<file path="src/rtl/shift_pkg.sv">
// Shared definitions for the shift sequencer: shift-type codes, FSM state
// encodings, default widths and the effective-amount helper.
package shift_pkg;

    localparam logic [1:0] SHIFT_LSL = 2'b00;
    localparam logic [1:0] SHIFT_LSR = 2'b01;
    localparam logic [1:0] SHIFT_ASR = 2'b10;
    localparam logic [1:0] SHIFT_ROR = 2'b11;

    typedef enum logic [1:0] {
        ST_IDLE  = 2'b00,
        ST_SHIFT = 2'b01,
        ST_DONE  = 2'b10
    } state_e;

    localparam int DATA_WIDTH_DEF = 32;
    localparam int MAX_STEP_DEF   = 15;

    // Effective shift distance: LSL/LSR saturate at 33 (anything beyond 32
    // gives the same result and carry), ASR saturates at 32, ROR is modulo 32.
    function automatic logic [5:0] eff_amount(input logic [1:0] t, input logic [7:0] a);
        logic [5:0] n;
        n = 6'd0;
        case (t)
            SHIFT_LSL, SHIFT_LSR: n = (a > 8'd33) ? 6'd33 : a[5:0];
            SHIFT_ASR:            n = (a > 8'd32) ? 6'd32 : a[5:0];
            default:              n = {1'b0, a[4:0]};
        endcase
        return n;
    endfunction

endpackage

</file>
<file path="src/rtl/shift_step_unit.sv">
// Combinational single pass of the shift sequencer: shifts data by a 0..15
// step according to the shift type and reports the last bit shifted out.
module shift_step_unit
    import shift_pkg::*;
#(
    parameter int DATA_WIDTH = DATA_WIDTH_DEF
) (
    input  logic [DATA_WIDTH-1:0] data_i,
    input  logic [1:0]            type_i,
    input  logic [3:0]            step_i,
    output logic [DATA_WIDTH-1:0] data_o,
    output logic                  carry_o
);

    logic [2*DATA_WIDTH-1:0] rot_w;

    // One pass: widened shifts expose the last bit shifted out at the edge.
    always_comb begin
        data_o  = data_i;
        carry_o = 1'b0;
        rot_w   = {data_i, data_i} >> step_i;
        case (type_i)
            SHIFT_LSL: {carry_o, data_o} = {1'b0, data_i} << step_i;
            SHIFT_LSR: {data_o, carry_o} = {data_i, 1'b0} >> step_i;
            SHIFT_ASR: {data_o, carry_o} = $signed({data_i, 1'b0}) >>> step_i;
            default: begin
                data_o  = rot_w[DATA_WIDTH-1:0];
                carry_o = rot_w[DATA_WIDTH-1];
            end
        endcase
    end

endmodule

</file>
<file path="src/rtl/shift_sequencer.sv">
// Multi-cycle register-specified shift controller (ARM semantics). Large
// amounts are split into passes of at most MAX_STEP bits.
// Optional macro SHIFT_SEQ_FLUSH_EN adds a flush input that aborts any
// in-flight operation and returns the sequencer to IDLE.
//
// Handshake: a request is taken on a rising edge where req_valid and
// req_ready are both high; a response is consumed on a rising edge where
// resp_valid and resp_ready are both high. resp_data/resp_carry stay stable
// while resp_valid is high and not yet consumed.
module shift_sequencer
    import shift_pkg::*;
#(
    parameter int DATA_WIDTH = DATA_WIDTH_DEF,
    parameter int MAX_STEP   = MAX_STEP_DEF
) (
    input  logic                  clk,
    input  logic                  reset,
    input  logic                  req_valid,
    output logic                  req_ready,
    input  logic [DATA_WIDTH-1:0] req_data,
    input  logic [1:0]            req_type,
    input  logic [7:0]            req_amount,
    input  logic                  req_carry,
    output logic                  resp_valid,
    input  logic                  resp_ready,
    output logic [DATA_WIDTH-1:0] resp_data,
    output logic                  resp_carry,
`ifdef SHIFT_SEQ_FLUSH_EN
    input  logic                  flush,
`endif
    output logic [1:0]            dbg_state
);

    localparam logic [3:0] MAX_STEP4 = 4'(MAX_STEP);

    state_e                state_q, state_d;
    logic [DATA_WIDTH-1:0] data_q, data_d;
    logic [1:0]            type_q, type_d;
    logic                  carry_q, carry_d;
    logic [5:0]            remaining_q, remaining_d;
    logic                  resp_valid_q, resp_valid_d;

    logic [3:0]            step_w;
    logic [DATA_WIDTH-1:0] step_data_w;
    logic                  step_carry_w;
    logic [5:0]            eff_w;
    logic                  flush_w;

`ifdef SHIFT_SEQ_FLUSH_EN
    assign flush_w = flush;
`else
    assign flush_w = 1'b0;
`endif

    assign eff_w  = eff_amount(req_type, req_amount);
    assign step_w = (remaining_q >= {2'b00, MAX_STEP4}) ? MAX_STEP4 : remaining_q[3:0];

    shift_step_unit #(
        .DATA_WIDTH(DATA_WIDTH)
    ) u_step (
        .data_i  (data_q),
        .type_i  (type_q),
        .step_i  (step_w),
        .data_o  (step_data_w),
        .carry_o (step_carry_w)
    );

    assign req_ready  = (state_q == ST_IDLE) && !flush_w;
    assign resp_valid = resp_valid_q;
    assign resp_data  = data_q;
    assign resp_carry = carry_q;
    assign dbg_state  = state_q;

    // Next-state logic: accept and classify in IDLE, one pass per SHIFT cycle,
    // raise resp_valid one cycle after entering DONE and wait for the consumer.
    always_comb begin
        state_d      = state_q;
        data_d       = data_q;
        type_d       = type_q;
        carry_d      = carry_q;
        remaining_d  = remaining_q;
        resp_valid_d = resp_valid_q;
        if (flush_w) begin
            state_d      = ST_IDLE;
            resp_valid_d = 1'b0;
            remaining_d  = 6'd0;
        end else begin
            case (state_q)
                ST_IDLE: begin
                    if (req_valid) begin
                        data_d      = req_data;
                        type_d      = req_type;
                        carry_d     = req_carry;
                        remaining_d = eff_w;
                        if (req_type == SHIFT_ROR && req_amount != 8'd0 && req_amount[4:0] == 5'd0) begin
                            // Rotation by a non-zero multiple of 32: data unchanged, C = bit 31.
                            carry_d     = req_data[DATA_WIDTH-1];
                            remaining_d = 6'd0;
                            state_d     = ST_DONE;
                        end else if (eff_w == 6'd0) begin
                            state_d = ST_DONE;
                        end else begin
                            state_d = ST_SHIFT;
                        end
                    end
                end
                ST_SHIFT: begin
                    data_d      = step_data_w;
                    carry_d     = step_carry_w;
                    remaining_d = remaining_q - {2'b00, step_w};
                    if (remaining_d == 6'd0) begin
                        state_d = ST_DONE;
                    end
                end
                ST_DONE: begin
                    if (!resp_valid_q) begin
                        resp_valid_d = 1'b1;
                    end else if (resp_ready) begin
                        resp_valid_d = 1'b0;
                        state_d      = ST_IDLE;
                    end
                end
                default: begin
                    state_d      = ST_IDLE;
                    resp_valid_d = 1'b0;
                    remaining_d  = 6'd0;
                end
            endcase
        end
    end

    // State and datapath registers, cleared asynchronously by reset.
    always_ff @(posedge clk or posedge reset) begin
        if (reset) begin
            state_q      <= ST_IDLE;
            data_q       <= '0;
            type_q       <= SHIFT_LSL;
            carry_q      <= 1'b0;
            remaining_q  <= 6'd0;
            resp_valid_q <= 1'b0;
        end else begin
            state_q      <= state_d;
            data_q       <= data_d;
            type_q       <= type_d;
            carry_q      <= carry_d;
            remaining_q  <= remaining_d;
            resp_valid_q <= resp_valid_d;
        end
    end

endmodule

</file>
<file path="config.mk">
export PLATFORM = sky130hd
export DESIGN_NAME = shift_sequencer
export DESIGN_NICKNAME = d
export VERILOG_FILES = /design/src/rtl/shift_pkg.sv /design/src/rtl/shift_step_unit.sv /design/src/rtl/shift_sequencer.sv
export SDC_FILE = /design/constraint.sdc
export NUM_CORES = 1
export LEC_CHECK = 0
export CAP_MARGIN = 20
export CORE_AREA = 2 2 91 158
export CTS_CLUSTER_SIZE = 14
export DETAILED_ROUTE_END_ITERATION = 8
export DIE_AREA = 0 0 93 160
export GPL_TIMING_DRIVEN = 0
export PLACE_DENSITY = 0.76
export SLEW_MARGIN = 20
export SYNTH_ARGS = -nofsm -noshare
export SYNTH_HDL_FRONTEND = slang
export SYNTH_SLANG_ARGS = --single-unit
export TNS_END_PERCENT = 10
</file>
<file path="constraint.sdc">
create_clock -name clk -period 2.2 [get_ports clk]
set_input_delay 0.44 -clock clk [delete_from_list [all_inputs] [get_ports clk]]
set_output_delay 0.44 -clock clk [all_outputs]
set_load 0.02 [all_outputs]
</file>
==> results of run 1 <==
## per-layer routing
metal	overflow	GRT usage (%)
met5	0	13.2
met4	10	62.3
met3	0	49.0
met2	2	84.8
met1	0	70.8
## kinds of logic after synthesis
group	after synthesis	synth area share, %
mux	71	12.4
buf+inv	143	8.88
fa+ha+maj	2	0.321
compound gates	394	38.3
flops	44	15.7
simple gates	346	24.1
xor+xnor	3	0.374
## stage by stage
step | TNS [ps] | instances | util [%] | hold slack, ps | cell area, µm²
4_1_cts | -4340 | 1302 | 69.8 | 436 | 9560
3_5_place_dp | -36730 | 1264 | 59.1 | 569 | 8100
3_3_place_gp | -48240 | 1263 | 59.0 | 556 | 8080
2_1_floorplan | -22.7 | 1003 | - | 591 | 7020
## repair_timing
item / 4_1_cts
gates resized for setup: 297
endpoints found under the hold margin: 0
pin swaps: 54
endpoints found under the setup margin: 42
setup buffers: 33
hold buffers: 0
==> flow_summary.yaml, run 1 <==
clock_network:
  cts_root_buf: "clkbuf_16"
  cts_buffer_depth: 2
  cts-buffers-inserted: 5
  cts.sinks: 44
  htree_levels: 2
global_route:
  grtUsageTotal_pct: 67.6
  grt_pass1_wl_um: 75000
  grt_max_degree: 31
  globalRoute.totalOverflow: 12
  grt_pass1_vias: 11236
synth:
  synth_edf_count: 0
  async_reset_ff_share_pct: 100
  yosysTopAreaCell: "dfrtp_1"
  netlist_area_um2: 7020
  synth_cell_type_count: 81
  synth_top_area_share_pct: 15.7
  synth-main-ff-cell: "dfrtp_1"
  synth.ff_latch_count: 44
  synth_common_cells: "100 x nand2_1, 80 x nor2_1, 80 x o21ai_0"
  synth.most_common_cell: "nand2_1"
  synthCells: 1003
  ys_top_cells_by_area: "dfrtp_1 16%, mux2i_1 6.4%, o21ai_0 5.7%"
  syn_nets: 1051
  ys_warn_count: 0
  synth_area_per_cell_um2: 7.00
  yosysSeqAreaShare_pct: 15.7
outcome:
  status: "stopped before the end"
  stop_stage: "global routing"
  error: "[ERROR GRT-0116] Global routing finished with congestion. Check the congestion regions in the DRC Viewer."
placement:
  place_hpwl_um: 34100
  gp_congestion: 1.32
  io_buffers: 83
  preCtsSetupSlack_ps: -1260
floorplanning:
  die_height_um: 160
  ios: 84
  start_util_pct: 51.3
  row_count: 57
  die_width_um: 93
==> run 2: changes to the inputs <==
Settings changed: CORE_AREA 2 2 91 158 to 2 2 136 138, CTS_CLUSTER_SIZE 14 to default, DIE_AREA 0 0 93 160 to 0 0 138 140, PLACE_DENSITY 0.76 to default, PLACE_DENSITY_LB_ADDON from default to 0.15.
Clock period 2.2 ns to 2.9 ns, I/O delays scaled along.
==> run 2 against run 1 <==
Effect of this change:
- the flow now finishes, with violations (setup timing)
- synthesized cell count stayed put
- area after synthesis stayed put
==> flow_summary.yaml, run 2 <==
final_layout:
  final_cell_area_um2: 8630
  num_antenna_cells: 0
  final_common_cell: "nand2_1"
  largest_reg_flops: 32
  most-common-layout-cells: "99 x nand2_1, 83 x clkdlybuf4s50_1, 79 x nor2_1"
  area_growth_pct: 23.0
  drive_gt1_share_pct: 14.5
  stdcell_count: 1331
  nets: 1149
  num-fill-cells: 1867
placement:
  place_inst: 1316
  place_hpwl_um: 35800
  gp_congestion: 1.15
  postPlaceCellArea_um2: 8170
  preCtsSetupSlack_ps: -569
  io_buffers: 83
synth:
  synth_area_per_cell_um2: 7.00
  synth_top_area_share_pct: 15.7
  synth.most_common_cell: "nand2_1"
  synth.ff_latch_count: 44
  synth_edf_count: 0
  synth-main-ff-cell: "dfrtp_1"
  ys_warn_count: 0
  synth_cell_type_count: 81
  synth_common_cells: "100 x nand2_1, 80 x nor2_1, 80 x o21ai_0"
  synthCells: 1003
  yosysSeqAreaShare_pct: 15.7
  async_reset_ff_share_pct: 100
  ys_top_cells_by_area: "dfrtp_1 16%, mux2i_1 6.4%, o21ai_0 5.7%"
  yosysTopAreaCell: "dfrtp_1"
  netlist_area_um2: 7020
  syn_nets: 1051
routing:
  first_iter_violations: 2453
  viasPerCell: 7.79
  final_antenna_net_count: 0
  dr.pass1.iters: 8
  routedWlPerCell_um: 36.4
  drc: 0
  drt_wl_total_um: 48400
  num_vias: 10364
clock_network:
  cts_tree: "built"
  cts-buffers-inserted: 5
  cts_root_buf: "clkbuf_16"
  cts.sinks: 44
  clk_latency_ps: 320
  cts_buffer_depth: 2
  htree_levels: 2
  path_clk_slew_ps: 70
critical_path:
  worstPathArrival_ps: 3300
  required_ps: 3110
  slowest_stage: "o31ai_1"
  critPathTopFamily: "compound AO/OA/AOI/OAI gates"
  critPathLaunchType: "flip-flop"
  slowest_delay_ps: 560
  crit_buf_inv: 3
  crit_path_end_kind: "flip-flop"
  r2r-end: "resp_data[24]"
  path_cells: "buf_6, or3_4, buf_6, clkbuf_1, o21ai_0, a21oi_1, o31ai_1, a21oi_1, a221oi_1"
  crit_type: "flip-flop to flip-flop"
  r2r_cells: 9
  crit_start: "remaining_q[1]"
  r2r_start: "remaining_q[1]"
  ff2ff_setup_slack_ps: -190
  cp_max_fo: 10
timing:
  setup_ws_ps: -195
  setup_viol: 14
  finalSetupTns_ps: -1060
  slew_viol_final: 0
  rsz0062_at_grt: "yes"
  fin_skew_ps: 14.2
  timing.final.crit_share_pct: 107
  fin_crit_ps: 3090
  slew_headroom_pct: 30.9
  max_freq_mhz: 323
  worst_pin_slew_ps: 1030
  hold_violations: 0
hold_path:
  min_path_type: "flip-flop to flip-flop"
  min_from: "resp_valid"
  min_to: "resp_valid"
  hold_path_depth: 2
global_route:
  grt_pass1_vias: 9804
  grt_pass1_wl_um: 68400
  grtUsageTotal_pct: 48.0
  grt_max_degree: 25
  globalRoute.totalOverflow: 0
  antenna_found_initial: 1
floorplanning:
  row_count: 49
  die_area_um2: 19300
  core_um2: 17800
  die_width_um: 138
  start_util_pct: 39.5
  ios: 84
  die_height_um: 140
job:
  maxCapViolations: 0
outcome:
  status: "complete, but fails checks"
  violations: "setup timing"
[run 2: worst max path at each step]
| stage | endpoint | slack (ps) | cells after the start |
|---|---|---|---|
| final | resp_data[24] | -190 | 9 |
| after global routing | resp_data[24] | -130 | 9 |
| after CTS | resp_data[13] | -20 | 8 |
| after detailed placement | remaining_q[4] | -570 | 7 |
| after global placement | remaining_q[1] | -570 | 7 |
| after floorplan | dbg_state[0] | 600 | 10 |
[run 2: final cells by class]
cell class	instances	area (µm²)	share of cell area, %
Clock inverter	2	38.8	0.449
Sequential cell	44	1100	12.8
Inverter	12	45.0	0.522
Timing Repair Buffer	92	911	10.6
Clock buffer	6	139	1.61
Tap cell	229	287	3.32
Buffer	130	637	7.38
Multi-Input combinational cell	816	5470	63.4
[run 2: repair_timing]
action                                  4_1_cts  5_1_grt
buffers inserted                              3        5
pin swaps                                     3        6
hold buffers                                  0        0
gates resized for setup                      36       46
endpoints found under the setup margin       39       36
[run 2: cells by family after synthesis]
logic type / synth area share, %
AND/OR/NAND/NOR: 24.1
buffers and inverters: 8.88
XOR/XNOR: 0.374
flip-flops: 15.7
multiplexers: 12.4
adder cells (fa/ha/maj): 0.321
AO/OA/AOI/OAI: 38.3
[run 2: tightest hold or removal path, cell delays in order (launching register included)]
cell,delay [ps]
dfrtp_1,410
inv_1,60
o21ai_0,60
[run 2: routing by layer]
| metal | wire length [µm] | vias up | part of all wire, % | track usage [%] |
|---|---|---|---|---|
| met3 | 8580 | 354 | 18 | 25.0 |
| met4 | 4440 | 6 | 9.2 | 29.9 |
| li1 | - | 4038 | - | - |
| met1 | 17400 | 4801 | 36 | 59.6 |
| met5 | 55 | - | 0.11 | 2.01 |
| met2 | 17900 | 1165 | 37 | 64.9 |
[run 2: through the flow]
stage | util (%) | hold WS [ps]
2_1_floorplan | - | 628
3_3_place_gp | 45.8 | 559
3_5_place_dp | 45.9 | 558
4_1_cts | 47.7 | 572
5_1_grt | 48.6 | 626
6_report | 48.6 | 564
Power of run 2 is left out: the tool's default activity adds up to more than one toggle a clock period on the data nets, which glitch-free logic cannot reach.
==> run 3: changes to the inputs <==
Settings changed: CORE_AREA 2 2 136 138 to 2 2 186 133, DIE_AREA 0 0 138 140 to 0 0 188 135, RECOVER_POWER from default to 100.
==> run 3 against run 2 <==
Effect of this change:
- the run still ends with setup timing left
- via count shrank 0.31%
- sequential share of layout area fell by 0.28 points
- flip-flop and latch count is the same
- fmax is 0.54% higher
==> flow_summary.yaml, run 3 (synthesis gave the netlist of run 2 again) <==
floorplanning:
  start_util_pct: 29.9
  die_width_um: 188
  die_height_um: 135
  die_area_um2: 25400
  core_um2: 23500
  ios: 84
  row_count: 47
timing:
  slew_viol_final: 0
  timing.final.crit_share_pct: 106
  fin_crit_ps: 3080
  fin_skew_ps: 11.5
  slew_headroom_pct: 30.6
  hold-worst-slack_ps: 573
  rsz0062_at_grt: "yes"
  setup_ws_ps: -178
  worst_pin_slew_ps: 1030
  hold_violations: 0
  max_freq_mhz: 325
  setup_viol: 24
global_route:
  globalRoute.totalOverflow: 0
  grt_pass1_vias: 9349
  grt_max_degree: 30
  grtUsageTotal_pct: 43.0
  grt_pass1_wl_um: 75800
  antenna_found_initial: 3
clock_network:
  cts.sinks: 44
  cts-buffers-inserted: 5
  clk_latency_ps: 320
  ctsHoldBuffers: 0
  path_clk_slew_ps: 90
  cts_root_buf: "clkbuf_16"
  cts_buffer_depth: 2
  htree_levels: 2
  cts_tree: "built"
final_layout:
  final_cell_area_um2: 8820
  most-common-layout-cells: "99 x nand2_1, 77 x nor2_1, 73 x o21ai_0"
  num-fill-cells: 2568
  nets: 1150
  multi_input_area_um2: 5510
  area_growth_pct: 25.7
  seq_area_um2: 1100
  drive_gt1_share_pct: 15.2
  finish.utilization_pct: 37.6
  largest_reg_flops: 32
  final_common_cell: "nand2_1"
critical_path:
  crit_type: "flip-flop to flip-flop"
  cp_max_fo: 10
  worstPathArrival_ps: 3240
  crit_path_end_kind: "flip-flop"
  critPathLaunchType: "flip-flop"
  required_ps: 3070
routing:
  viasPerCell: 7.26
  first_iter_violations: 2022
  routedWlPerCell_um: 39.4
  final_antenna_net_count: 0
  num_vias: 10332
  dr.pass1.iters: 6
  drc: 0
  drt_wl_total_um: 56000
placement:
  postPlaceCellArea_um2: 8290
  io_buffers: 83
  place_hpwl_um: 42300
  gp_congestion: 1.08
hold_path:
  min_path_type: "flip-flop to flip-flop"
job:
  maxCapViolations: 0
outcome:
  violations: "setup timing"
  status: "complete, but fails checks"
[run 3: worst max-delay path, cell delays in order (launching register included)]
cell	delay [ps]
dfrtp_2	520
or3_1	400
buf_2	220
clkbuf_2	310
o211ai_1	180
o21ai_0	410
a22o_1	340
a211oi_1	340
o22ai_2	200
[run 3: final timing paths]
check                               start              to  slack, ps  depth (start not counted)
setup / recovery           remaining_q[0]   resp_data[19]       -180                          8
hold / removal                 resp_valid      resp_valid        570                          2
setup reg to reg           remaining_q[0]   resp_data[19]       -180                          8
hold reg to reg                resp_valid      resp_valid        570                          2
max in group asynchronous           reset  remaining_q[0]        670                          3
min in group asynchronous           reset   resp_data[30]        810                          2
[run 3: what timing repair did]
action                     4_1_cts  5_1_grt
setup buffers                    4        4
setup endpoints to repair       40       36
pin swaps                        3        5
resized for setup               60       46
[run 3: layer usage]
metal / GRT usage (%) / up-vias / wire length (µm) / share of wire (%)
met5: 4.42 / - / 150 / 0.27
met1: 58.4 / 5034 / 22700 / 41
met4: 15.7 / 4 / 2640 / 4.7
met3: 23.2 / 208 / 10100 / 18
met2: 55.5 / 1022 / 20400 / 36
li1: - / 4064 / - / -
[run 3: stage by stage]
step,worst slack (ps),cells,TNS [ps]
after CTS,-45.3,1418,-173
final,-178,1423,-2030
after global routing,-154,1422,-2040
after global placement,-995,1404,-22900
after detailed placement,-895,1407,-18710
after floorplan,599,1003,0
[run 3: cell type report]
type,count,share of cell area (%)
Multi-Input combinational cell,816,62.5
Sequential cell,44,12.5
Timing Repair Buffer,94,10.3
Buffer,129,7.64
Tap cell,318,4.51
Clock buffer,6,1.57
Inverter,12,0.511
Clock inverter,2,0.440
Antenna cell,2,0.0567
Power of run 3 is left out for the same reason.
==> run 4: changes to the inputs <==
Settings changed: CAP_MARGIN 20 to default.
==> results of run 4 <==
Final layout, timing and power as in run 3 (identical DEF).
Power of run 4 is left out for the same reason.
